File: src/rtl/writeback_arbiter.sv
// writeback_arbiter: merges the pipeline writeback stage and a buffered
// multi-cycle result stream onto the single register-file write port.
// The pipeline has priority. Multi-cycle results wait in a small FIFO and
// drain in free cycles. A head entry that waits STARVE_LIMIT cycles raises
// stall_o, which forces a drain on the next cycle.
module writeback_arbiter #(
  parameter int DATA_W       = 64,
  parameter int FIFO_DEPTH   = 2,
  parameter int STARVE_LIMIT = 8
) (
  input  logic              clk_i,
  input  logic              rst_i,
  input  logic              pipe_we_i,
  input  logic [4:0]        pipe_rd_i,
  input  logic [DATA_W-1:0] pipe_data_i,
  input  logic              mc_valid_i,
  output logic              mc_ready_o,
  input  logic [4:0]        mc_rd_i,
  input  logic [DATA_W-1:0] mc_data_i,
  output logic              RegWrite_o,
  output logic [4:0]        RDaddr_o,
  output logic [DATA_W-1:0] RDdata_o,
  output logic [31:0]       pending_o,
  output logic              stall_o,
  output logic              err_o
);

  localparam int PTR_W = (FIFO_DEPTH > 1) ? $clog2(FIFO_DEPTH) : 1;
  localparam int CNT_W = $clog2(FIFO_DEPTH + 1);
  localparam int AGE_W = $clog2(STARVE_LIMIT + 1);
  localparam logic [CNT_W-1:0] DEPTH_C = CNT_W'(FIFO_DEPTH);
  localparam logic [AGE_W-1:0] LIMIT_C = AGE_W'(STARVE_LIMIT);

  logic [4:0]            rd_mem   [FIFO_DEPTH];
  logic [DATA_W-1:0]     data_mem [FIFO_DEPTH];
  logic [FIFO_DEPTH-1:0] valid_q;
  logic [PTR_W-1:0]      wr_ptr_q;
  logic [PTR_W-1:0]      rd_ptr_q;
  logic [CNT_W-1:0]      count_q;
  logic [AGE_W-1:0]      age_q;
  logic                  err_q;

  logic full;
  logic empty;
  logic push;
  logic pop;
  logic sel_pipe;
  logic err_set;
  logic pipe_wr;

  assign full       = (count_q == DEPTH_C);
  assign empty      = (count_q == '0);
  // Ready is gated by reset so the producer never sees a handshake during reset.
  assign mc_ready_o = rst_i & ~full;
  // Results aimed at x0 complete the handshake but are never stored.
  assign push       = mc_valid_i & mc_ready_o & (mc_rd_i != 5'd0);
  assign pipe_wr    = pipe_we_i & (pipe_rd_i != 5'd0);
  assign stall_o    = (age_q == LIMIT_C);
  assign err_o      = err_q;

  // Write-port selection: forced drain, then pipeline, then opportunistic drain.
  always_comb begin
    pop      = 1'b0;
    sel_pipe = 1'b0;
    err_set  = 1'b0;
    if (stall_o && !empty) begin
      pop     = 1'b1;
      err_set = pipe_we_i;
    end else if (pipe_wr) begin
      sel_pipe = 1'b1;
    end else if (!empty) begin
      pop = 1'b1;
    end
  end

  // Destination registers with a buffered write still outstanding.
  always_comb begin
    pending_o = '0;
    for (int i = 0; i < FIFO_DEPTH; i++) begin
      if (valid_q[i]) pending_o[rd_mem[i]] = 1'b1;
    end
  end

  // Entry storage; contents only matter while the slot's valid bit is set.
  always_ff @(posedge clk_i) begin
    if (push) begin
      rd_mem[wr_ptr_q]   <= mc_rd_i;
      data_mem[wr_ptr_q] <= mc_data_i;
    end
  end

  // FIFO pointers, occupancy count and per-slot valid bits.
  always_ff @(posedge clk_i or negedge rst_i) begin
    if (!rst_i) begin
      wr_ptr_q <= '0;
      rd_ptr_q <= '0;
      count_q  <= '0;
      valid_q  <= '0;
    end else begin
      if (push) begin
        valid_q[wr_ptr_q] <= 1'b1;
        wr_ptr_q          <= wr_ptr_q + 1'b1;
      end
      if (pop) begin
        valid_q[rd_ptr_q] <= 1'b0;
        rd_ptr_q          <= rd_ptr_q + 1'b1;
      end
      case ({push, pop})
        2'b10:   count_q <= count_q + 1'b1;
        2'b01:   count_q <= count_q - 1'b1;
        default: count_q <= count_q;
      endcase
    end
  end

  // Head-of-FIFO age; saturates at the limit, which is what raises stall_o.
  always_ff @(posedge clk_i or negedge rst_i) begin
    if (!rst_i) begin
      age_q <= '0;
    end else if (pop || empty) begin
      age_q <= '0;
    end else if (age_q != LIMIT_C) begin
      age_q <= age_q + 1'b1;
    end
  end

  // Registered register-file write port; address/data hold when idle.
  always_ff @(posedge clk_i or negedge rst_i) begin
    if (!rst_i) begin
      RegWrite_o <= 1'b0;
      RDaddr_o   <= '0;
      RDdata_o   <= '0;
    end else if (pop) begin
      RegWrite_o <= 1'b1;
      RDaddr_o   <= rd_mem[rd_ptr_q];
      RDdata_o   <= data_mem[rd_ptr_q];
    end else if (sel_pipe) begin
      RegWrite_o <= 1'b1;
      RDaddr_o   <= pipe_rd_i;
      RDdata_o   <= pipe_data_i;
    end else begin
      RegWrite_o <= 1'b0;
    end
  end

  // Sticky flag: a forced drain collided with a pipeline write, which was dropped.
  always_ff @(posedge clk_i or negedge rst_i) begin
    if (!rst_i) begin
      err_q <= 1'b0;
    end else if (err_set) begin
      err_q <= 1'b1;
    end
  end

endmodule

File: config.mk
export PLATFORM = sky130hd
export DESIGN_NAME = writeback_arbiter
export DESIGN_NICKNAME = d
export VERILOG_FILES = /design/src/rtl/writeback_arbiter.sv
export SDC_FILE = /design/constraint.sdc
export NUM_CORES = 1
export LEC_CHECK = 0
export ABC_AREA = 0
export CORE_ASPECT_RATIO = 0.75
export CORE_MARGIN = 2
export CORE_UTILIZATION = 48
export CTS_BUF_LIST = sky130_fd_sc_hd__clkbuf_16
export CTS_CLUSTER_SIZE = 20
export DETAILED_ROUTE_END_ITERATION = 7
export PLACE_DENSITY = 0.81
export SLEW_MARGIN = 10
export SYNTH_ARGS = -nofsm -noshare
export SYNTH_HDL_FRONTEND = slang
export SYNTH_SLANG_ARGS = --single-unit
File: constraint.sdc
create_clock -name clk_i -period 8.3 [get_ports clk_i]
set_clock_uncertainty 0.2 [all_clocks]
set_input_delay 0.83 -clock clk_i [delete_from_list [all_inputs] [get_ports clk_i]]
set_output_delay 0.83 -clock clk_i [all_outputs]
set_load 0.03 [all_outputs]
; After elaboration in Yosys (flattened, before gate mapping)
; Memory sizes are Yosys's and may differ from the RTL's.
; Cells that the tools add are included.
[word_totals]
in_bits = 142
elab_cells = 80
output_inout_bits = 105
n_memories = 2
mem_bits_rw = 138
reg_bits = 81
[op_classes]
n_mux = 29
reduce_logical = 13
n_eq_ne = 5
magnitude_cmp = 8
addsub = 5
n_bitwise = 9
[memory_table]
columns = memory, words, width, read_ports, rd_ports_with_merged_regs, write_ports, line
row1 = data_mem, 2, 64, 1, 0, 1, 35  ; logic [DATA_W-1:0] data_mem [FIFO_DEPTH];
row2 = rd_mem, 2, 5, 3, 0, 1, 34  ; logic [4:0] rd_mem [FIFO_DEPTH];
[ops]
columns = operator, count
row1 = $mux W64, 2
row2 = $mux W32, 2
row3 = $or A32 B32 Y32, 1
row4 = $mux W1, 14
row5 = $lt A5 B6 Y1 const B, 2
row6 = $demux W1 S5, 2
row7 = $ge A5 B1 Y1 const B, 2
row8 = $mux W5, 2
row9 = $reduce_bool A5 Y1, 2
row10 = $mux W4, 2
row11 = $reduce_bool A2 Y1, 3
row12 = $logic_and A1 B1 Y1, 5
row13 = $add A4 B1 Y4 const B, 1
row14 = $and A1 B1 Y1, 4
row15 = $eq A2 B2 Y1 const B, 2
row16 = $eq A4 B4 Y1 const B, 1
row17 = $lt A1 B2 Y1 const B, 2
row18 = $mux W2, 2
row19 = $ne A4 B4 Y1 const B, 1
row20 = $pmux W2 S2, 1
row21 = $add A1 B1 Y1 const B, 2
row22 = $add A2 B1 Y2 const B, 1
row23 = $and A2 B2 Y2, 1
row24 = $demux W1 S1, 2
row25 = other kinds (9), 10

; Depth between registers and ports, before layout
; Gate-level depths: netlist of run 1.
[depth]
ltp_word = 8
depth_mapped = 11
depth_no_buf = 10

; Worst setup path after synthesis of run 1
; OpenSTA, ideal clock, no wires.
[synth_path]
kind = input to register
start = input rst_i
end = memory data_mem[1][0] (enable)
setup_time_ns = 0.598
required_time_ns = 7.502
arrival_ns = 6.058
stages = 2
slack_ns = 1.445
path_buffers = 0
path_cell_list = o211ai_1 > nor3b_1
[synth_via]
elab_chain_len = 5
[synth_rtl]
columns = element, line
row1 = from (decl), 12  ; input logic rst_i,
row2 = $and A1 B1 Y1, 54  ; assign mc_ready_o = rst_i & ~full;
row3 = $and A1 B1 Y1 (2 in a row), 56  ; assign push = mc_valid_i & mc_ready_o & (mc_rd_i != 5'd0);
row4 = $mux W1, 86  ; if (push) begin
row5 = $mux W1 (implied by the code), 88  ; data_mem[wr_ptr_q] <= mc_data_i;
row6 = to (decl), 35
; Every way passes these cells.

==> results of run 1 <==
## sequential cells by signal, summed over array words and instances, names as in the netlist
register / flops
valid_q: 2
RDdata_o: 64
RegWrite_o: 1
err_o: 1
count_q: 2
rd_ptr_q: 1
data_mem: 128
age_q: 4
rd_mem: 10
RDaddr_o: 5
wr_ptr_q: 1
## area by class of cell
| type | count | area [um2] | area share (%) |
|---|---|---|---|
| flip-flops and latches | 219 | 6170 | 50.4 |
| multi-input cells | 304 | 2420 | 19.8 |
| well taps | 247 | 309 | 2.53 |
| clock buffers | 23 | 576 | 4.70 |
| repair buffers | 256 | 2530 | 20.7 |
| inverters | 6 | 22.5 | 0.184 |
| clock inverters | 17 | 201 | 1.65 |
## cells by family (layout without fill, tap and decap cells)
kind of cell	Yosys count	after routing
xor gates and xnor gates	7	7
buffers and inverters	53	302
AOI/OAI and AO/OA	115	115
DFF	219	219
and+or+nand+nor	110	110
adders and majority gates	3	3
muxes	69	69
## report_power, final
part,leakage [nW],total (mW),switching [mW],internal (mW)
Sequential,2.24,1.56,0.165,1.39
Combinational,1.90,1.23,0.692,0.543
Clock,0.395,1.04,0.409,0.631
## per-stage QoR
| stage | hold slack, ps | cell area [um2] | util [%] |
|---|---|---|---|
| 2_1_floorplan | 251 | 8940 | - |
| 3_3_place_gp | 260 | 11500 | 62.5 |
| 3_5_place_dp | 262 | 11500 | 62.5 |
| 4_1_cts | 34.0 | 12200 | 66.7 |
| 5_1_grt | 39.3 | 12200 | 66.7 |
| 6_report | 44.9 | 12200 | 66.7 |
## worst max path at each step
stage,to,slack (ps),depth (start not counted)
after floorplan,data_mem[1][0],1440,2
after global placement,RDdata_o[17],4860,6
after detailed placement,RDdata_o[22],4740,6
after CTS,pending_o[10],4780,3
after global routing,pending_o[10],4730,3
final,pending_o[10],4780,3
## layout by cell type (no fill, tap or decap), types with 9 or more instances in the layout
cell type,count
clkdlybuf4s50_1,245
edfxtp_1,138
dfrtp_1,80
mux2i_1,69
nor3_1,65
a221o_1,64
o22ai_1,32
clkbuf_16,23
buf_4,11
nand3b_1,10
inv_1,9
nor2_1,9
## per-layer routing
layer,track usage [%],part of all wire [%],vias up
met2,36.2,48,353
met5,0,0,-
met1,29.3,41,3043
met3,5.92,9.6,44
met4,5.30,2.3,0
li1,-,-,2783
==> summary.md, run 1 <==
| Metric | Value |
|---|---|
| GRT overflow | 0 |
| Gr usage total | 22.0% |
| Setup WS pre-CTS | 4740 ps |
| Synth Net Count | 721 |
| Combinational family with the most area after synthesis | compound AO/OA/AOI/OAI gates |
| Share of Yosys cell area claimed by the top area cell type | 46.3% |
| Gpl congestion | 0.875 |
| CP Launch Point | rd_mem[0][4] |
| Via-to-Cell Ratio | 5.81 |
| Multiplexer share of the synthesized area | 7.72% |
| Synth Area in Simple Gates | 6.77% |
| WP buf/inv | 1 |
| Synth cell count leaders | edfxtp_1, dfrtp_1, mux2i_1 |
| Final cell count without fillers | 1072 |
| Fillers | 1274 |
| Die width | 162 um |
| Endpoint kind of the worst setup timing path | primary output |
| Worst r2r dst | RDdata_o[22] |
| Crit-path leading delay family | buffers and inverters |
| 1st-iter DRT viols | 629 |
| R2R depth | 7 |
| Setup bufs post-CTS | 0 |
| Max FO, Critical Path | 9 |
| Critical Path RT | 7270 ps |
| Main area contributors after synthesis | edfxtp_1, dfrtp_1, mux2i_1, a221o_1, nor3_1 |
| Synth Area in Adders | 0.420% |
| Max clock buf depth | 3 |
| Crit Path Class | reg2out |
| CTS tree | yes |
| DR WL/cell | 20.4 um |
| Layout cell share with drive strength beyond 1 | 7.52% |
| Endpoints failing hold | 0 |
| Seq/Total Area, Yosys | 69.0% |
| Crit path DAT | 2490 ps |
| Worst r2r src | age_q[0] |
| HP Class | in2async |
| Critical Path Max Stage Delay | 700 ps |
| Core area | 18300 um2 |
| First-pass GRT wire length | 33.9 mm |
| Max Cap Violations | 0 |
| Post-DRT Antenna Nets | 0 |
| Initial antenna violation count | 0 |
| Ys async rst share | 37.0% |
| Via count | 6223 |
| Netlist cell types | 39 |
| Leakage power | 4.53 nW |
| Final wirelength | 21.8 mm |
| Count leader, synth | edfxtp_1 |
| Cts hold-fix bufs | 0 |
| EDFF count, synth | 138 |
| Measured slew at the worst slew-check pin | 976 ps |
| Layout Nets | 954 |
| Final Critical Period | 3520 ps |
| Skew-Pair Late Insertion Delay | 500 ps |
| Syn. warnings | 0 |
| FMAX | 284 MHz |
| IO Port Bufs | 246 |
| R2r setup slk | 5350 ps |
| Yosys top cell by area | edfxtp_1 |
| Setup TNS | 0 ps |
| Status | finished, final reports clean |
| Relative slew slack | 34.8% |
| Largest net degree at the start of global routing | 67 |
| DRT Pass-1 Iters | 6 |
| Number of I/O pins | 247 |
| Tot Pwr | 3.83 mW |
| DRC Markers | 0 |
| Final setup violation count | 0 |
| CTS sink count | 219 |
| Placed Cells | 1032 |
| Compound-Gate Fraction of Synth Area | 11.2% |
| Clk root buf | clkbuf_16 |
| Synth-to-layout area growth | 36.9% |
| H-tree depth | 1 |
| Prevailing post-synth register cell | edfxtp_1 |
| ANT cells | 0 |
| Xor-xnor portion of the synthesized cell area | 0.686% |
| P per Cell Area | 313 nW/um2 |
| Row count | 43 |
| Register bit total from synthesis | 219 |
| Setup ws final | 4780 ps |
| Crit path cell chain | or3b_2, o22ai_1, clkdlybuf4s50_1 |
| Number of global-route vias before repair | 6326 |
| RSZ-0062 raised after global routing | no |
| Die area | 19700 um2 |
| Syn Area/Cell | 15.5 um2 |
| Number of buffers created by CTS | 22 |
| Chip height | 122 um |
| Synth Cell Area | 8940 um2 |
| VDD IR max | 0.000186 V |
| Post-CTS sizing | 0 |
| Dpl hpwl | 15.0 mm |
| Final Max Tran Viols | 0 |
| CP max stage cell | clkdlybuf4s50_1 |
| Startpoint types | flip-flop |
| Starting Density | 48.7% |
| Syn Inst Count | 576 |
| Final period util | 42.4% |
| Clk slew on worst S/H paths | 60 ps |
(Power assumes the default switching activity.)
==> inputs of run 2 (changes only) <==
==> constraint.sdc (replaced) <==
create_clock -name clk_i -period 3.25 [get_ports clk_i]
set_clock_uncertainty 0.2 [all_clocks]
set_input_delay 0.325 -clock clk_i [delete_from_list [all_inputs] [get_ports clk_i]]
set_output_delay 0.325 -clock clk_i [all_outputs]
set_load 0.03 [all_outputs]
==> summary.md, run 2 (synthesis results as in run 1) <==
| Metric | Value |
|---|---|
| Status | finished, final reports clean |
| H-tree depth | 1 |
| DR WL/cell | 20.1 um |
| Initial antenna violation count | 0 |
| Number of buffers created by CTS | 22 |
| VDD IR max | 0.000480 V |
| Placed Cells | 1034 |
| Fillers | 1292 |
| ANT cells | 0 |
| Final setup violation count | 0 |
| Final wirelength | 21.6 mm |
| RSZ-0062 raised after global routing | no |
| Critical Path RT | 2720 ps |
| DRT Pass-1 Iters | 7 |
| Row count | 43 |
| Relative slew slack | 35.8% |
| Number of global-route vias before repair | 6293 |
| Worst r2r dst | RDdata_o[54] |
| Top Registers | data_mem: 128 flops, RDdata_o: 64 flops, rd_mem: 10 flops |
| Crit path cell chain | or3b_2, o22ai_1, clkdlybuf4s50_1 |
| DRC Markers | 0 |
| CTS sink count | 219 |
| Clk slew on worst S/H paths | 60 ps |
| Gr usage total | 21.5% |
| Final period util | 92.4% |
| Endpoints failing hold | 0 |
| Largest net degree at the start of global routing | 71 |
| Measured slew at the worst slew-check pin | 962 ps |
| Chip height | 122 um |
| Die width | 162 um |
| Core area | 18300 um2 |
| Reg area | 6170 um2 |
| Max clock buf depth | 3 |
| Leakage power | 4.53 nW |
| HP Class | in2async |
| Post-DRT Antenna Nets | 0 |
| Via count | 6156 |
| Max FFs per register | 128 |
| Final Critical Period | 3000 ps |
| Max Cap Violations | 0 |
| Multi-input gate area | 2430 um2 |
| R2R depth | 7 |
| Max FO, Critical Path | 8 |
| Most frequent cells in the layout | clkdlybuf4s50_1, edfxtp_1, dfrtp_1, mux2i_1, nor3_1 |
| Synth-to-layout area growth | 36.4% |
| Layout Nets | 957 |
| Largest Register | data_mem |
| Number of I/O pins | 247 |
| GRT overflow | 0 |
| P per Cell Area | 778 nW/um2 |
| Layout cell share with drive strength beyond 1 | 6.76% |
| CP max stage cell | clkdlybuf4s50_1 |
| WP buf/inv | 1 |
| Starting Density | 48.7% |
| Startpoint types | flip-flop |
| Clk root buf | clkbuf_16 |
| Crit Path Class | reg2out |
| Gpl congestion | 0.871 |
| 1st-iter DRT viols | 772 |
| Setup TNS | 0 ps |
| Via-to-Cell Ratio | 5.73 |
| CTS tree | yes |
| Skew-Pair Late Insertion Delay | 480 ps |
| Crit path DAT | 2480 ps |
| Die area | 19700 um2 |
| R2r setup slk | 720 ps |
| Worst path depth | 3 |
| Final Max Tran Viols | 0 |
| Dpl hpwl | 14.7 mm |
| Critical Path Max Stage Delay | 720 ps |
| First-pass GRT wire length | 33.4 mm |
| Worst r2r src | age_q[0] |
| IO Port Bufs | 246 |
| Commonest non-fill, non-tap cell in the layout | clkdlybuf4s50_1 |
| FMAX | 333 MHz |
| Endpoint kind of the worst setup timing path | primary output |
| Final cell count without fillers | 1075 |
| Crit-path leading delay family | buffers and inverters |
[run 2: worst max path at each step]
| stage | start | end | slack, ps |
|---|---|---|---|
| 2_1_floorplan | count_q[1] | data_mem[1][0] | 90 |
| 3_3_place_gp | pipe_rd_i[0] | count_q[1] | 600 |
| 3_5_place_dp | pipe_rd_i[0] | count_q[1] | 530 |
| 4_1_cts | rd_mem[0][0] | pending_o[0] | 230 |
| 5_1_grt | rd_mem[0][4] | pending_o[11] | 180 |
| 6_report | rd_mem[0][0] | pending_o[4] | 250 |
[run 2: final cells by class]
type                            count  area share (%)
Clock buffer                       23            4.72
Timing Repair Buffer              259            21.2
Tap cell                          247            2.53
Inverter                            6           0.185
Multi-Input combinational cell    304            20.0
Sequential cell                   219            50.6
Clock inverter                     17           0.759
[run 2: metal layers]
metal / up-vias / part of all wire, % / global-route usage [%]
li1: 2785 / - / -
met1: 3032 / 42 / 29.1
met2: 307 / 48 / 35.7
met3: 32 / 9.2 / 5.65
met4: 0 / 1.6 / 4.19
met5: - / 0 / 0
[run 2: worst register-to-register path, stage by stage, from the launching register on]
cell and delay, ps:
dfrtp_1 390, inv_1 60, ha_1 200, and3b_4 230
a211oi_4 170, buf_4 600, nor3_1 270, a221o_1 300
[run 2: what timing repair did]
action	4_1_cts	5_1_grt
endpoints found under the hold margin	11	0
gates resized for setup	0	0
buffers inserted	0	0
setup endpoints to repair	0	0
hold buffers	1	0
[run 2: per-stage QoR]
step | total power [mW] | hold WS, ps | cell area, um2 | util (%) | setup slack, ps
floorplan | 5.95 | -171 | 8960 | - | 87.4
global placement | 7.12 | -21.5 | 11500 | 62.8 | 597
detailed placement | 7.22 | -15.9 | 11500 | 62.8 | 533
CTS | 9.56 | 128 | 12200 | 66.5 | 230
global route | 9.91 | 120 | 12200 | 66.5 | 183
finish | 9.49 | 117 | 12200 | 66.5 | 248
[run 2: report_power, final]
group	internal (mW)	switching, mW	total [mW]
clock network	1.35	0.978	2.33
logic	1.42	1.76	3.18
registers	3.56	0.421	3.98
total	6.33	3.16	9.49
